[config.mk]
export PLATFORM = sky130hd
export DESIGN_NAME = character_motion_ctrl
export DESIGN_NICKNAME = d
export VERILOG_FILES = /design/src/rtl/motion_pkg.sv /design/src/rtl/edge_latch.sv /design/src/rtl/character_motion_ctrl.sv
export SDC_FILE = /design/constraint.sdc
export NUM_CORES = 1
export LEC_CHECK = 0
export CELL_PAD_IN_SITES_DETAIL_PLACEMENT = 0
export CELL_PAD_IN_SITES_GLOBAL_PLACEMENT = 1
export CORE_MARGIN = 5
export CORE_UTILIZATION = 35
export CTS_BUF_LIST = sky130_fd_sc_hd__clkbuf_2
export CTS_CLUSTER_DIAMETER = 120
export DETAILED_ROUTE_END_ITERATION = 16
export PLACE_DENSITY = 0.65
export RECOVER_POWER = 100
export SETUP_SLACK_MARGIN = 0.3
export SYNTH_ARGS = -nofsm -noshare
export SYNTH_HDL_FRONTEND = slang
export SYNTH_SLANG_ARGS = --single-unit
[constraint.sdc]
create_clock -name i_clk_pix -period 7.4 [get_ports i_clk_pix]
set_clock_uncertainty 0.1 [all_clocks]
set_input_delay 1.11 -clock i_clk_pix [delete_from_list [all_inputs] [get_ports i_clk_pix]]
set_output_delay 1.11 -clock i_clk_pix [all_outputs]
set_load 0.02 [all_outputs]
[src/rtl/motion_pkg.sv]
// Shared types and default physics constants for the character motion controller.
// Latency: none (types and constants only).
// Backpressure: none.
package motion_pkg;

    // Default parameter values for character_motion_ctrl.
    localparam int DEF_CORDW       = 16;
    localparam int DEF_H_RES       = 800;
    localparam int DEF_SPR_W       = 19;
    localparam int DEF_SCALE_X     = 4;
    localparam int DEF_START_X     = 100;
    localparam int DEF_GROUND_Y    = 500;
    localparam int DEF_WALK_SPEED  = 3;
    localparam int DEF_JUMP_VEL    = 12;
    localparam int DEF_GRAVITY     = 1;
    localparam int DEF_MAX_FALL    = 16;
    localparam int DEF_LAND_FRAMES = 4;

    // Encoding is visible on o_state, so values are fixed.
    typedef enum logic [1:0] {
        GROUND = 2'd0,
        AIR    = 2'd1,
        LAND   = 2'd2
    } motion_state_t;

    typedef logic signed [DEF_CORDW-1:0] coord_t;

endpackage

[src/rtl/edge_latch.sv]
// Rising-edge detector with a sticky request, cleared by a frame pulse.
// Latency: o_req is combinational on the edge cycle, then registered until cleared.
// Backpressure: none; an edge arriving on the clear cycle is consumed by that clear.
// Ports: i_clk/i_rst_n clock and async active-low reset, i_level button level,
//        i_clr consume/clear pulse, o_req pending request (including a same-cycle edge).
module edge_latch (
    input  logic i_clk,
    input  logic i_rst_n,
    input  logic i_level,
    input  logic i_clr,
    output logic o_req
);

    logic prev_q, prev_d;
    logic req_q,  req_d;
    logic rise;

    always_comb begin
        rise   = i_level & ~prev_q;
        // Fold the current-cycle edge into the request so a consumer sampling
        // on the clear cycle still sees it.
        o_req  = req_q | rise;
        prev_d = i_level;
        req_d  = i_clr ? 1'b0 : o_req;
    end

    always_ff @(posedge i_clk or negedge i_rst_n) begin
        if (!i_rst_n) begin
            prev_q <= 1'b0;
            req_q  <= 1'b0;
        end else begin
            prev_q <= prev_d;
            req_q  <= req_d;
        end
    end

endmodule

[src/rtl/character_motion_ctrl.sv]
// Frame-synchronous sprite motion controller: buttons -> position, facing, animation flags.
// Latency: all registers update on the i_frame cycle; outputs valid the next cycle, held for the frame.
// Backpressure: none; button levels are sampled, jump edges are latched until the next frame.
// Ports: i_clk_pix/i_rst_n clock and async reset, i_frame vblank pulse, i_left/i_right/i_jump
//        synchronised button levels, o_sprx/o_spry sprite position, o_face_left/o_walking/o_jumping
//        renderer controls, o_state current FSM state.
module character_motion_ctrl
    import motion_pkg::*;
#(
    parameter int CORDW       = DEF_CORDW,
    parameter int H_RES       = DEF_H_RES,
    parameter int SPR_W       = DEF_SPR_W,
    parameter int SCALE_X     = DEF_SCALE_X,
    parameter int START_X     = DEF_START_X,
    parameter int GROUND_Y    = DEF_GROUND_Y,
    parameter int WALK_SPEED  = DEF_WALK_SPEED,
    parameter int JUMP_VEL    = DEF_JUMP_VEL,
    parameter int GRAVITY     = DEF_GRAVITY,
    parameter int MAX_FALL    = DEF_MAX_FALL,
    parameter int LAND_FRAMES = DEF_LAND_FRAMES
) (
    input  logic                    i_clk_pix,
    input  logic                    i_rst_n,
    input  logic                    i_frame,
    input  logic                    i_left,
    input  logic                    i_right,
    input  logic                    i_jump,
    output logic signed [CORDW-1:0] o_sprx,
    output logic signed [CORDW-1:0] o_spry,
    output logic                    o_face_left,
    output logic                    o_walking,
    output logic                    o_jumping,
    output logic [1:0]              o_state
);

    // One extra bit so x+dx and y-vy cannot wrap before clamping.
    localparam int WW  = CORDW + 1;
    localparam int LCW = (LAND_FRAMES > 1) ? $clog2(LAND_FRAMES) : 1;

    typedef logic signed [WW-1:0]    wide_t;
    typedef logic signed [CORDW-1:0] crd_t;

    localparam wide_t X_MAX    = wide_t'(H_RES - SPR_W * SCALE_X);
    localparam wide_t WALK     = wide_t'(WALK_SPEED);
    localparam wide_t GRAV     = wide_t'(GRAVITY);
    localparam wide_t MAXF     = wide_t'(MAX_FALL);
    localparam wide_t GROUND_W = wide_t'(GROUND_Y);
    localparam wide_t ZERO_W   = '0;
    localparam crd_t  X_RST    = crd_t'(START_X);
    localparam crd_t  Y_RST    = crd_t'(GROUND_Y);
    localparam crd_t  VY_JUMP  = crd_t'(JUMP_VEL);

    motion_state_t   state_q, state_d;
    crd_t            x_q, x_d;
    crd_t            y_q, y_d;
    crd_t            vy_q, vy_d;
    logic [LCW-1:0]  land_cnt_q, land_cnt_d;
    logic            face_q, face_d;
    logic            walk_q, walk_d;
    logic            jump_q, jump_d;

    logic            jump_req;
    wide_t           dx, x_sum, x_clamp;
    wide_t           y_sum, vy_dec;
    logic            vy_nonpos;

    edge_latch u_jump_latch (
        .i_clk   (i_clk_pix),
        .i_rst_n (i_rst_n),
        .i_level (i_jump),
        .i_clr   (i_frame),
        .o_req   (jump_req)
    );

    // State register (all per-frame state).
    always_ff @(posedge i_clk_pix or negedge i_rst_n) begin
        if (!i_rst_n) begin
            state_q    <= GROUND;
            x_q        <= X_RST;
            y_q        <= Y_RST;
            vy_q       <= '0;
            land_cnt_q <= '0;
            face_q     <= 1'b0;
            walk_q     <= 1'b0;
            jump_q     <= 1'b0;
        end else begin
            state_q    <= state_d;
            x_q        <= x_d;
            y_q        <= y_d;
            vy_q       <= vy_d;
            land_cnt_q <= land_cnt_d;
            face_q     <= face_d;
            walk_q     <= walk_d;
            jump_q     <= jump_d;
        end
    end

    // Next-state and vertical physics.
    always_comb begin
        state_d    = state_q;
        y_d        = y_q;
        vy_d       = vy_q;
        land_cnt_d = land_cnt_q;

        y_sum      = wide_t'(y_q) - wide_t'(vy_q);
        vy_dec     = wide_t'(vy_q) - GRAV;
        if (vy_dec < -MAXF) begin
            vy_dec = -MAXF;
        end
        vy_nonpos  = (wide_t'(vy_q) <= ZERO_W);

        if (i_frame) begin
            case (state_q)
                GROUND: begin
                    if (jump_req) begin
                        state_d = AIR;
                        vy_d    = VY_JUMP;
                    end
                end
                AIR: begin
                    if (y_sum[WW-1]) begin
                        // Head bump at the top of the screen: stop and fall from there.
                        y_d  = '0;
                        vy_d = '0;
                    end else if ((y_sum >= GROUND_W) && vy_nonpos) begin
                        y_d        = Y_RST;
                        vy_d       = '0;
                        state_d    = LAND;
                        land_cnt_d = LCW'(LAND_FRAMES - 1);
                    end else begin
                        y_d  = y_sum[CORDW-1:0];
                        vy_d = vy_dec[CORDW-1:0];
                    end
                end
                LAND: begin
                    if (land_cnt_q == '0) begin
                        state_d = GROUND;
                    end else begin
                        land_cnt_d = land_cnt_q - 1'b1;
                    end
                end
                default: state_d = GROUND;
            endcase
        end
    end

    // Horizontal movement and renderer flags.
    always_comb begin
        x_d    = x_q;
        face_d = face_q;
        walk_d = walk_q;
        jump_d = jump_q;

        dx = '0;
        if (i_right && !i_left) begin
            dx = WALK;
        end else if (i_left && !i_right) begin
            dx = -WALK;
        end
        x_sum = wide_t'(x_q) + dx;
        if (x_sum[WW-1]) begin
            x_clamp = '0;
        end else if (x_sum > X_MAX) begin
            x_clamp = X_MAX;
        end else begin
            x_clamp = x_sum;
        end

        if (i_frame) begin
            // Flags follow the state the sprite is entering, so o_jumping
            // is high exactly while o_state reads AIR.
            jump_d = (state_d == AIR);
            walk_d = 1'b0;
            if (state_q != LAND) begin
                if (dx > ZERO_W) begin
                    face_d = 1'b0;
                end else if (dx < ZERO_W) begin
                    face_d = 1'b1;
                end
                x_d = x_clamp[CORDW-1:0];
                // Walking only when x actually moved, so pushing into a wall stops the animation.
                walk_d = (state_d == GROUND) && (x_d != x_q);
            end
        end
    end

    assign o_sprx      = x_q;
    assign o_spry      = y_q;
    assign o_face_left = face_q;
    assign o_walking   = walk_q;
    assign o_jumping   = jump_q;
    assign o_state     = state_q;

endmodule

==> key figures <==
Setup path
  – Max stage delay on crit path: 0.98 ns
  – Critical path capture point type: register
  – Kind of critical path: reg -> reg
  – Critical Path Start Type: register
  – Worst Path Required: just under 8 ns
  – Critical-path cell list: ha_1, fa_1, nor2b_1, o21ai_0, a21boi_0, o211ai_1, a21bo_2, a21boi_0, o22ai_1, nor4_4, clkbuf_1, o21ai_0, clkbuf_1, o31ai_1
  – Crit path max fanout: 24
  – Reg2reg setup slack: about 1.7 ns
  – Worst path slowest cell: clkbuf_1
  – Worst EP arrival: slightly above 6 ns

Clock tree
  – Clock net sink count: 57
  – H-tree levels: 3
  – Clock transition at path regs: around 0.18 ns
  – TritonCTS Buffers: 9
  – CTS tree: done
  – Post-CTS Setup Inserts: 0
  – CTS root buffer: clkbuf_2
  – Clk_lat worst skew: 0.54 ns
  – Post-CTS sizing: 0
  – Hold_buf cts: 0
  – CTS Buffer Depth: 2

STA
  – Final setup viols: 0
  – Setup TNS: 0 ns
  – Least-Margin Pin Slew: roughly 3.3 ns
  – Slew headroom: -122%
  – Final slew viol count: 58
  – Min cycle time layout: 5.75 ns
  – Final Hold Viols: 0
  – Fin crit share: 77.7%
  – Unrepaired setup endpoints after global routing: false
  – Max Clk Rate: 174 MHz
  – Hold WS: ~0.44 ns

Logic synthesis
  – Top_reg_cell synth: dfrtp_1
  – Synth top area share: between 20% and 30%
  – Asr flop ratio synth: between 90% and 100%
  – Syn_area_per_cell: approximately 8 um^2
  – Synth warnings: 0
  – Number of synthesized flops with an enable pin: 0
  – Area of the mapped netlist: roughly 0.0054 mm^2
  – Gate Count Post-Synth: between 600 and 700
  – Post-synth top area cell: dfrtp_1
  – Syn Nets: a little over 700
  – Yosys cell types: 87
  – Post-synthesis sequential element count: 57
  – Synth top area cells: dfrtp_1 (22%), ha_1 (5.8%), o21ai_0 (4.9%)
  – Post-synthesis sequential area ratio: around 27%

Pwr
  – PwrDens: 387 mW/mm^2
  – Internal power: ~1100 uW
  – Clock power frac: 7.3%
  – Seq pwr share: roughly a quarter
  – Gate power share: between 60 and 70%
  – Peak VDD IR: 156 uV
  – Psw: between 1000 and 1500 uW
  – Leakage: ~0.0024 uW
  – Switching share of power: 52.8%

Place
  – Gp weighted congestion: 0.875
  – IO Port Bufs: 42
  – DP HPWL: about 12 mm

Detailed routing
  – Via/cell ratio: between 6 and 7
  – Vias post-DR: 5371
  – Drt first pass iters: 5
  – Avg WL per Cell: 18.3 um
  – Routed Antenna Nets: 0
  – 1st-iter DRT viols: 433
  – DRC viols: 0
  – Final WL: roughly 16 mm

Die
  – Core footprint: ~0.015 mm^2
  – Die area: between 0.015 and 0.02 mm^2
  – Row Count: 45
  – I/O pins: between 40 and 50
  – Die X: approximately 130 um
  – Initial Util: 35.4%
  – Die height: roughly 130 um

Run status
  – Outcome: complete, but fails checks
  – Failing checks: max-capacitance violations, max-slew violations

Finish
  – Final nets: 722
  – # diodes: 0
  – Area grow syn2layout: 10.9%
  – Multi-input logic area: around 0.0036 mm^2
  – Finished Core Util: around two fifths
  – Share of cells above drive strength 1: slightly below 7%
  – Fillers: roughly 1500
  – FF/Latch Area: ~0.0014 mm^2

Global routing
  – Largest net degree at the start of global routing: 58
  – Initial antenna violation count: 0
  – Vias in the first global route: 5036
  – All-layer global routing usage: a little under a fifth
  – Grt total ovfl: 0
  – Global-route wire length before repair: approximately 27 mm

Job
  – Max-cap viol count: 1

Hold path
  – Hold Path Class: reg -> reg
==> cell families (layout without fill, tap and decap cells) <==
group,Yosys count,after routing,share of synthesized area [%]
compound gates,241,241,32.2
xor+xnor,29,29,4.87
fa+ha+maj,27,27,6.58
buf+inv,87,109,6.58
flops,57,57,26.8
mux,6,6,1.17
simple gates,225,225,21.8
==> flip-flops by register name, summed over array words and instances (netlist names) <==
signal,count
o_state,2
u_jump_latch.req_q,1
o_walking,1
u_jump_latch.prev_q,1
o_face_left,1
o_spry,16
vy_q,16
o_jumping,1
land_cnt_q,2
o_sprx,16
==> layer usage <==
layer | vias up | global-route usage [%] | part of all wire [%] | wire (um)
li1 | 2576 | - | - | -
met1 | 2624 | 27.5 | 52 | 8360
met2 | 154 | 26.6 | 42 | 6870
met3 | 17 | 2.96 | 4.6 | 738
met4 | 0 | 5.43 | 1.3 | 210
met5 | - | 0 | 0 | 0
==> through the flow <==
stage                     setup slack (ns)  total power, uW  std cells  area, um^2
after floorplan                       2.74             1680        672        5370
after global placement                1.88             2150        866        5900
after detailed placement              1.83             2150        866        5900
after CTS                             2.42             2330        882        5970
after global routing                  1.25             2530        882        5950
final                                 1.65             2300        882        5950
==> synthesized netlist by cell type, drive strengths merged (6+ instances only) <==
cell type,instances
o211ai,12
o21ai,55
inv,41
o2111ai,6
nand3,19
a22o,10
nor2,45
nor3,23
o22ai,10
xor2,10
o31ai,18
or3,14
o221ai,13
a21boi,7
nand4,6
nor2b,6
dfrtp,48
ha,25
nor4,13
dfstp,9
a21o,9
xnor2,19
buf,15
a31oi,9
clkbuf,30
o21a,11
or2,7
a21oi,22
and2,8
nand2b,7
nand2,54
==> cells in the final DEF (no fill, tap or decap), drive strengths merged, types with 5 or more instances in the layout <==
cell,count
o31ai,18
o221ai,13
xnor2,19
clkbuf,14
nand2b,7
dfrtp,48
a31oi,9
o21a,11
a21oi,22
and3,5
o2111ai,6
buf,6
a211oi,5
o32ai,5
nor3b,5
inv,41
nor4,13
and2,8
o21bai,5
dfstp,9
or3,14
clkinv,7
nor2,45
o22ai,10
a21o,9
nor2b,6
or2,7
ha,25
o21ai,55
a21boi,7
nand3,19
a22o,10
nand4,6
o211ai,12
dlygate4sd3,37
nand2,54
nor3,23
xor2,10
==> cell type report <==
type / count / area share [%]
clock buffers: 10 / 0.841
clock inverters: 6 / 0.441
inverters: 42 / 2.65
multi-input cells: 528 / 60.1
flip-flops and latches: 57 / 24.2
well taps: 188 / 3.95
repair buffers: 51 / 7.86
==> worst max-delay path, delay by kind of cell (launching register included) <==
kind                     cells  cell delay (ns)
AND/OR/NAND/NOR              2             0.44
adder cells (fa/ha/maj)      2             0.65
AO/OA/AOI/OAI                8             2.49
flip-flops                   1             0.45
buffers and inverters        2             1.52
==> power by group through the flow <==
stage | logic (uW) | clock network, uW | registers (uW)
final | 1580 | 168 | 560
after CTS | 1590 | 181 | 562
after global routing | 1760 | 192 | 577
after global placement | 1580 | 0 | 567
after detailed placement | 1580 | 0 | 567
after floorplan | 1120 | 0 | 563
==> final timing paths <==
path	startpoint	end	cells after the start
min in group asynchronous	i_rst_n	vy_q[11]	2
min	o_spry[11]	o_spry[11]	2
max reg2reg	vy_q[0]	o_spry[9]	14
max	vy_q[0]	o_spry[9]	14
min reg2reg	o_spry[11]	o_spry[11]	2
max in group asynchronous	i_rst_n	o_spry[1]	2
Power figures use the tool's default switching activity.
==> edit 1 (config.mk and constraints unchanged) <==
`DEF_CORDW`: 16 -> 15.
--- a/src/rtl/motion_pkg.sv
+++ b/src/rtl/motion_pkg.sv
@@ -4,7 +4,7 @@
 package motion_pkg;
 
     // Default parameter values for character_motion_ctrl.
-    localparam int DEF_CORDW       = 16;
+    localparam int DEF_CORDW       = 15;
     localparam int DEF_H_RES       = 800;
     localparam int DEF_SPR_W       = 19;
     localparam int DEF_SCALE_X     = 4;
Ports: changed (resized o_sprx and o_spry); port bits go from 43 to 41. No check against the original RTL was run, so the function may have changed too.
==> edit 1 against the original RTL <==
The run still ends with max-capacitance violations, max-slew violations left; power fell by 13%; design area is 11% lower; sequential cell count down 3; core utilization increased by 0.76 points; synthesized area decreased by 11%; routed wire length fell by 14%; fmax decreased by 0.91%; hold slack got worse by 43 ps; sequential power decreased by 7.3%; setup slack worse by 53 ps.
==> edit 1: results (changes against the original RTL) <==
{
  "synth_top_cells_by_area": "dfrtp_1 24%, ha_1 6.1%, o21ai_0 5.2%, dfstp_2 5.0%, a21oi_1 4.6%",
  "avgViaCountPerCell": {"value": 5.77, "change": "-5.3%"},
  "place_congestion": {"value": 0.864, "change": "-1.3%"},
  "post_synth_num_cell_types": {"value": 77, "change": "-11%"},
  "detailroute.wirelength.met3": {"value": 557, "unit": "um", "change": "-25%"},
  "cap_viol_max_count": {"value": 2, "change": "+1"},
  "cp.arrival": {"value": 6150, "unit": "ps", "change": "+80 ps"},
  "violations_in_the_final_reports": "max-capacitance violations, max-slew violations",
  "cts_buffers": {"value": 5, "change": "-4"},
  "report.final.slew_viol_count": {"value": 78, "change": "+34%"},
  "path_max_fanout": {"value": 24, "change": "unchanged"},
  "grt_start_max_net_pins": {"value": 55, "change": "-5.2%"},
  "clockBufferDepth": {"value": 2, "change": "unchanged"},
  "first_pass_grt_wire_length": {"value": 23.4, "unit": "mm", "change": "-13%"},
  "routed.top_layer": "met4",
  "outcome": "complete, but fails checks",
  "buffer_ports.inserted": {"value": 40, "change": "-4.8%"},
  "detail_route.iter0.violations": {"value": 287, "change": "-34%"},
  "antenna_found_initial": {"value": 1, "change": "+1"},
  "vdd.ir_drop.worst": {"value": 0.000248, "unit": "V", "change": "+59%"},
  "post_synth_most_frequent_cells": "55 x nand2_1, 49 x o21ai_0, 45 x dfrtp_1, 45 x inv_1, 44 x a21oi_1",
  "worst_setup_hold_path_clk_slew": {"value": 290, "unit": "ps", "change": "+110 ps"},
  "worst-slew-pin-transition": {"value": 3150, "unit": "ps", "change": "-185 ps"},
  "synthesis.yosys.warnings": {"value": 0, "change": "unchanged"},
  "detail_route.wirelength.met1": {"value": 6.20, "unit": "mm", "change": "-26%"},
  "clk_lat_worst_skew": {"value": 490, "unit": "ps", "change": "-50 ps"},
  "met2WireLength": {"value": 6.74, "unit": "mm", "change": "-1.9%"},
  "placement.setup.worst_slack": {"value": 1740, "unit": "ps", "change": "-91.6 ps"},
  "initial_standard_cell_utilization_of_the_core": {"value": 0.357, "change": "+0.00310"},
  "cts.htree.levels": {"value": 2, "change": "-1"},
  "design.final.nets": {"value": 651, "change": "-9.8%"},
  "global_route.usage.total": {"value": 0.173, "change": "-0.00949"},
  "ratio_of_cells_with_drive_above_1_in_the_final_layout": {"value": 0.0451, "change": "-0.0226"},
  "sequential_fraction_of_the_synthesis_area": {"value": 0.287, "change": "+0.0188"},
  "drt_wl_total": {"value": 13.9, "unit": "mm", "change": "-14%"},
  "syn_nets": {"value": 632, "change": "-10%"},
  "clock_tree.root_cell": "clkbuf_2",
  "async_reset_ff_frac": {"value": 1.00, "change": "unchanged"},
  "p_leak": {"value": 2.25, "unit": "nW", "change": "-6.0%"},
  "dpl.hpwl": {"value": 10.1, "unit": "mm", "change": "-13%"},
  "grt_pass1_vias": {"value": 4633, "change": "-8.0%"},
  "commonest_register_cell_after_synthesis": "dfrtp_1"
}
edit 1: cell count changes after synthesis, sizes merged, moves of 6 or more:
cell	delta
buf	-6
o211ai	-7
nor3	-7
o31ai	-7
o21ai	+6
o22ai	-6
clkbuf	-7
o221ai	-12
nor2	-14
a21oi	+23
edit 1: worst max-delay path: stages:
cell           delay [ps]
dlygate4sd3_1         560
inv_1                  80
ha_1                  680
clkbuf_1              670
nand2b_1              260
o22a_1                300
mux2i_1               230
o2111ai_1             150
or3_1                 380
a211oi_1              650
o21a_1                450
and2_0                290
nand2_1               100
o2bb2ai_1             200
edit 1: final cells by class:
| class | count | area [um^2] |
|---|---|---|
| Fill cell | 1403 | 7970 |
| Multi-Input combinational cell | 470 | 3070 |
| Sequential cell | 54 | 1360 |
| Timing Repair Buffer | 44 | 414 |
| Tap cell | 176 | 220 |
| Inverter | 45 | 169 |
| Clock inverter | 3 | 63.8 |
| Clock buffer | 5 | 25.0 |
| Antenna cell | 1 | 2.50 |
edit 1: worst paths after layout:
check                          start         end  slack (ps)  depth (start not counted)
max in group asynchronous    i_rst_n     vy_q[9]        3860                          2
min in group asynchronous    i_rst_n  o_spry[12]        1620                          2
hold reg to reg            o_spry[2]   o_spry[2]         390                          2
setup / recovery             i_right   o_sprx[5]        1600                         14
setup reg to reg             vy_q[6]     vy_q[0]        1870                         12
hold / removal             o_spry[2]   o_spry[2]         390                          2
edit 1: cell families after synthesis:
group | synth area share
AO/OA/AOI/OAI | 0.309
XOR/XNOR | 0.0498
adder cells (fa/ha/maj) | 0.0690
buffers and inverters | 0.0648
flip-flops | 0.287
multiplexers | 0.0129
AND/OR/NAND/NOR | 0.207
edit 1: where the power goes:
group          internal [mW]  total, mW  switching [mW]
registers              0.396      0.519           0.123
logic                  0.530       1.30           0.769
clock network         0.0896      0.193           0.103
edit 1: layer usage:
metal | up-vias | track usage
li1 | 2248 | -
met1 | 2205 | 0.219
met2 | 127 | 0.301
met3 | 23 | 0.0223
met4 | 0 | 0.0606
met5 | - | 0
edit 1: metrics by stage:
stage	cells	cell area (um^2)	power, mW	hold slack, ps	utilization
2_1_floorplan	601	4750	1.48	346	-
3_3_place_gp	789	5260	1.83	360	0.395
3_5_place_dp	789	5260	1.85	368	0.395
4_1_cts	797	5350	2.05	399	0.402
5_1_grt	798	5330	2.20	413	0.401
6_report	798	5330	2.01	393	0.401
==> edit 2 (config.mk and constraints unchanged) <==
Without the edit above. Put one more register stage on the output `o_spry`, cleared by the reset. The value now appears one clock later. The other outputs are not delayed to match.
--- a/src/rtl/character_motion_ctrl.sv
+++ b/src/rtl/character_motion_ctrl.sv
@@ -185,7 +185,13 @@
     end
 
     assign o_sprx      = x_q;
-    assign o_spry      = y_q;
+    always_ff @(posedge i_clk_pix or negedge i_rst_n) begin
+        if (!i_rst_n) begin
+            o_spry <= '0;
+        end else begin
+            o_spry <= y_q;
+        end
+    end
     assign o_face_left = face_q;
     assign o_walking   = walk_q;
     assign o_jumping   = jump_q;
Function: changed (a bounded check fails within 4 cycles, from zero or initial values and one cycle with i_rst_n low).
==> edit 2 against the original RTL <==
Critical endpoint is now o_walking; design area up 7.4%; count of clock-buffer cells in the layout unchanged; routed wire length up 2.2%; setup slack worse by 420 ps; synthesized area up 6.1%; sequential share of layout area up 4.6 points; the run still ends with max-capacitance violations, max-slew violations left; power up 1.2%; sequential cell count up 16.
==> edit 2: results (changes against the original RTL) <==
{
  "worst_setup_hold_path_clk_slew": {"value": 200, "unit": "ps", "change": "+20 ps"},
  "dpl.cell_count": {"value": 896, "change": "+3.5%"},
  "path_max_fanout": {"value": 10, "change": "-58%"},
  "global_route.usage.total": {"value": 0.183, "change": "+0.00105"},
  "outcome": "complete, but fails checks",
  "timing.slew.headroom": {"value": -1.68, "change": "-0.459"},
  "sequential_fraction_of_the_synthesis_area": {"value": 0.323, "change": "+0.0550"},
  "r2r_cells": {"value": 13, "change": "-1"},
  "synth_compound_area_frac": {"value": 0.299, "change": "-0.0227"},
  "power.share.clock": {"value": 0.126, "change": "+0.053"},
  "post_synth_fa_ha_maj_area_fraction": {"value": 0.0620, "change": "-0.00377"},
  "violations_in_the_final_reports": "max-capacitance violations, max-slew violations",
  "cap_viol_max_count": {"value": 3, "change": "+2"},
  "p_leak": {"value": 2.69, "unit": "nW", "change": "+12%"},
  "post_drt_wl_per_cell": {"value": 18.1, "unit": "um", "change": "-1.1%"},
  "detailroute.wirelength.met3": {"value": 782, "unit": "um", "change": "+6.0%"},
  "drt_wl_total": {"value": 16.5, "unit": "mm", "change": "+2.2%"},
  "vdd.ir_drop.worst": {"value": 0.000231, "unit": "V", "change": "+48%"},
  "ratio_of_cells_with_drive_above_1_in_the_final_layout": {"value": 0.0445, "change": "-0.0232"},
  "crit_start": "i_left",
  "grt_start_max_net_pins": {"value": 74, "change": "+28%"},
  "post_synth_num_cell_types": {"value": 82, "change": "-5.7%"},
  "regToRegEndpoint": "y_q[11]",
  "first_pass_grt_wire_length": {"value": 27.5, "unit": "mm", "change": "+2.8%"},
  "detail_route.iter0.violations": {"value": 368, "change": "-15%"},
  "met2WireLength": {"value": 7.73, "unit": "mm", "change": "+13%"},
  "report.final.slew_viol_count": {"value": 91, "change": "+57%"},
  "post_synth_most_frequent_cells": "64 x dfrtp_1, 50 x nor2_1, 49 x nand2_1, 45 x o21ai_0, 40 x inv_1",
  "clk_lat_worst_skew": {"value": 560, "unit": "ps", "change": "+20 ps"},
  "synth_top_cells_by_area": "dfrtp_1 28%, ha_1 5.5%, dfstp_2 4.2%, o211ai_1 4.0%, o21ai_0 4.0%",
  "avgViaCountPerCell": {"value": 5.89, "change": "-3.3%"},
  "grt_pass1_vias": {"value": 5344, "change": "+6.1%"},
  "setup.worst_path.end": "o_walking",
  "start_point_of_the_worst_hold_path": "y_q[0]",
  "timing.rr.start": "vy_q[1]",
  "power.net_switching": {"value": 1.10, "unit": "mW", "change": "-9.5%"},
  "synth_xor_area_frac": {"value": 0.0517, "change": "+0.00292"},
  "place_congestion": {"value": 0.885, "change": "+1.1%"},
  "design.final.nets": {"value": 724, "change": "+0.28%"}
}
edit 2: final cells by class:
type                       instances  area, um^2
fill                            1646        9550
multi-input combinational        518        3520
clock buffer                      10        50.0
inverter                          41         154
sequential                        73        1840
timing repair buffer              48         452
clock inverter                     6         106
tap                              216         270
edit 2: stage by stage:
| stage | worst slack, ps | total power [mW] | utilization | instance area [um^2] |
|---|---|---|---|---|
| 5_1_grt | 971 | 2.55 | 0.401 | 6390 |
| 2_1_floorplan | 2420 | 1.64 | - | 5690 |
| 6_report | 1230 | 2.33 | 0.401 | 6390 |
| 3_3_place_gp | 1500 | 2.06 | 0.393 | 6270 |
| 4_1_cts | 2030 | 2.38 | 0.403 | 6420 |
| 3_5_place_dp | 1370 | 2.08 | 0.393 | 6270 |
edit 2: cells by family (layout without fill, tap and decap cells):
kind of cell,after synthesis,in the layout
and+or+nand+nor,219,219
adders and majority gates,27,27
AOI/OAI and AO/OA,236,236
DFF,73,73
buffers and inverters,81,105
xor gates and xnor gates,32,32
muxes,4,4
edit 2: per-layer routing:
metal,vias to the layer above,track usage
met5,-,0
met4,0,0.0732
met3,34,0.0358
met2,169,0.295
met1,2616,0.242
li1,2552,-
edit 2: worst min path at each step:
stage               depth (start not counted)  slack [ps]        end
global route                                0         320  o_spry[0]
floorplan                                   0         250  o_spry[0]
detailed placement                          0         270  o_spry[0]
finish                                      0         310  o_spry[0]
global placement                            0         260  o_spry[0]
CTS                                         0         310  o_spry[0]
edit 2: power groups by stage:
stage / combinational, mW / clock [mW] / sequential [mW]
finish: 1.40 / 0.294 / 0.641
CTS: 1.43 / 0.306 / 0.650
global route: 1.56 / 0.325 / 0.661
detailed placement: 1.42 / 0 / 0.658
global placement: 1.40 / 0 / 0.656
floorplan: 0.978 / 0 / 0.667
edit 2: critical path: stages:
cell and delay [ps]:
dlygate4sd3_1 580, inv_1 60, ha_1 310, inv_1 50
ha_1 200, fa_1 480, and2_1 210, a221oi_1 1020
o21ai_0 450, xnor2_1 370, nand2b_1 160, a31oi_1 180
or2_0 410, o31a_1 360, a2111oi_0 410, a31oi_1 140
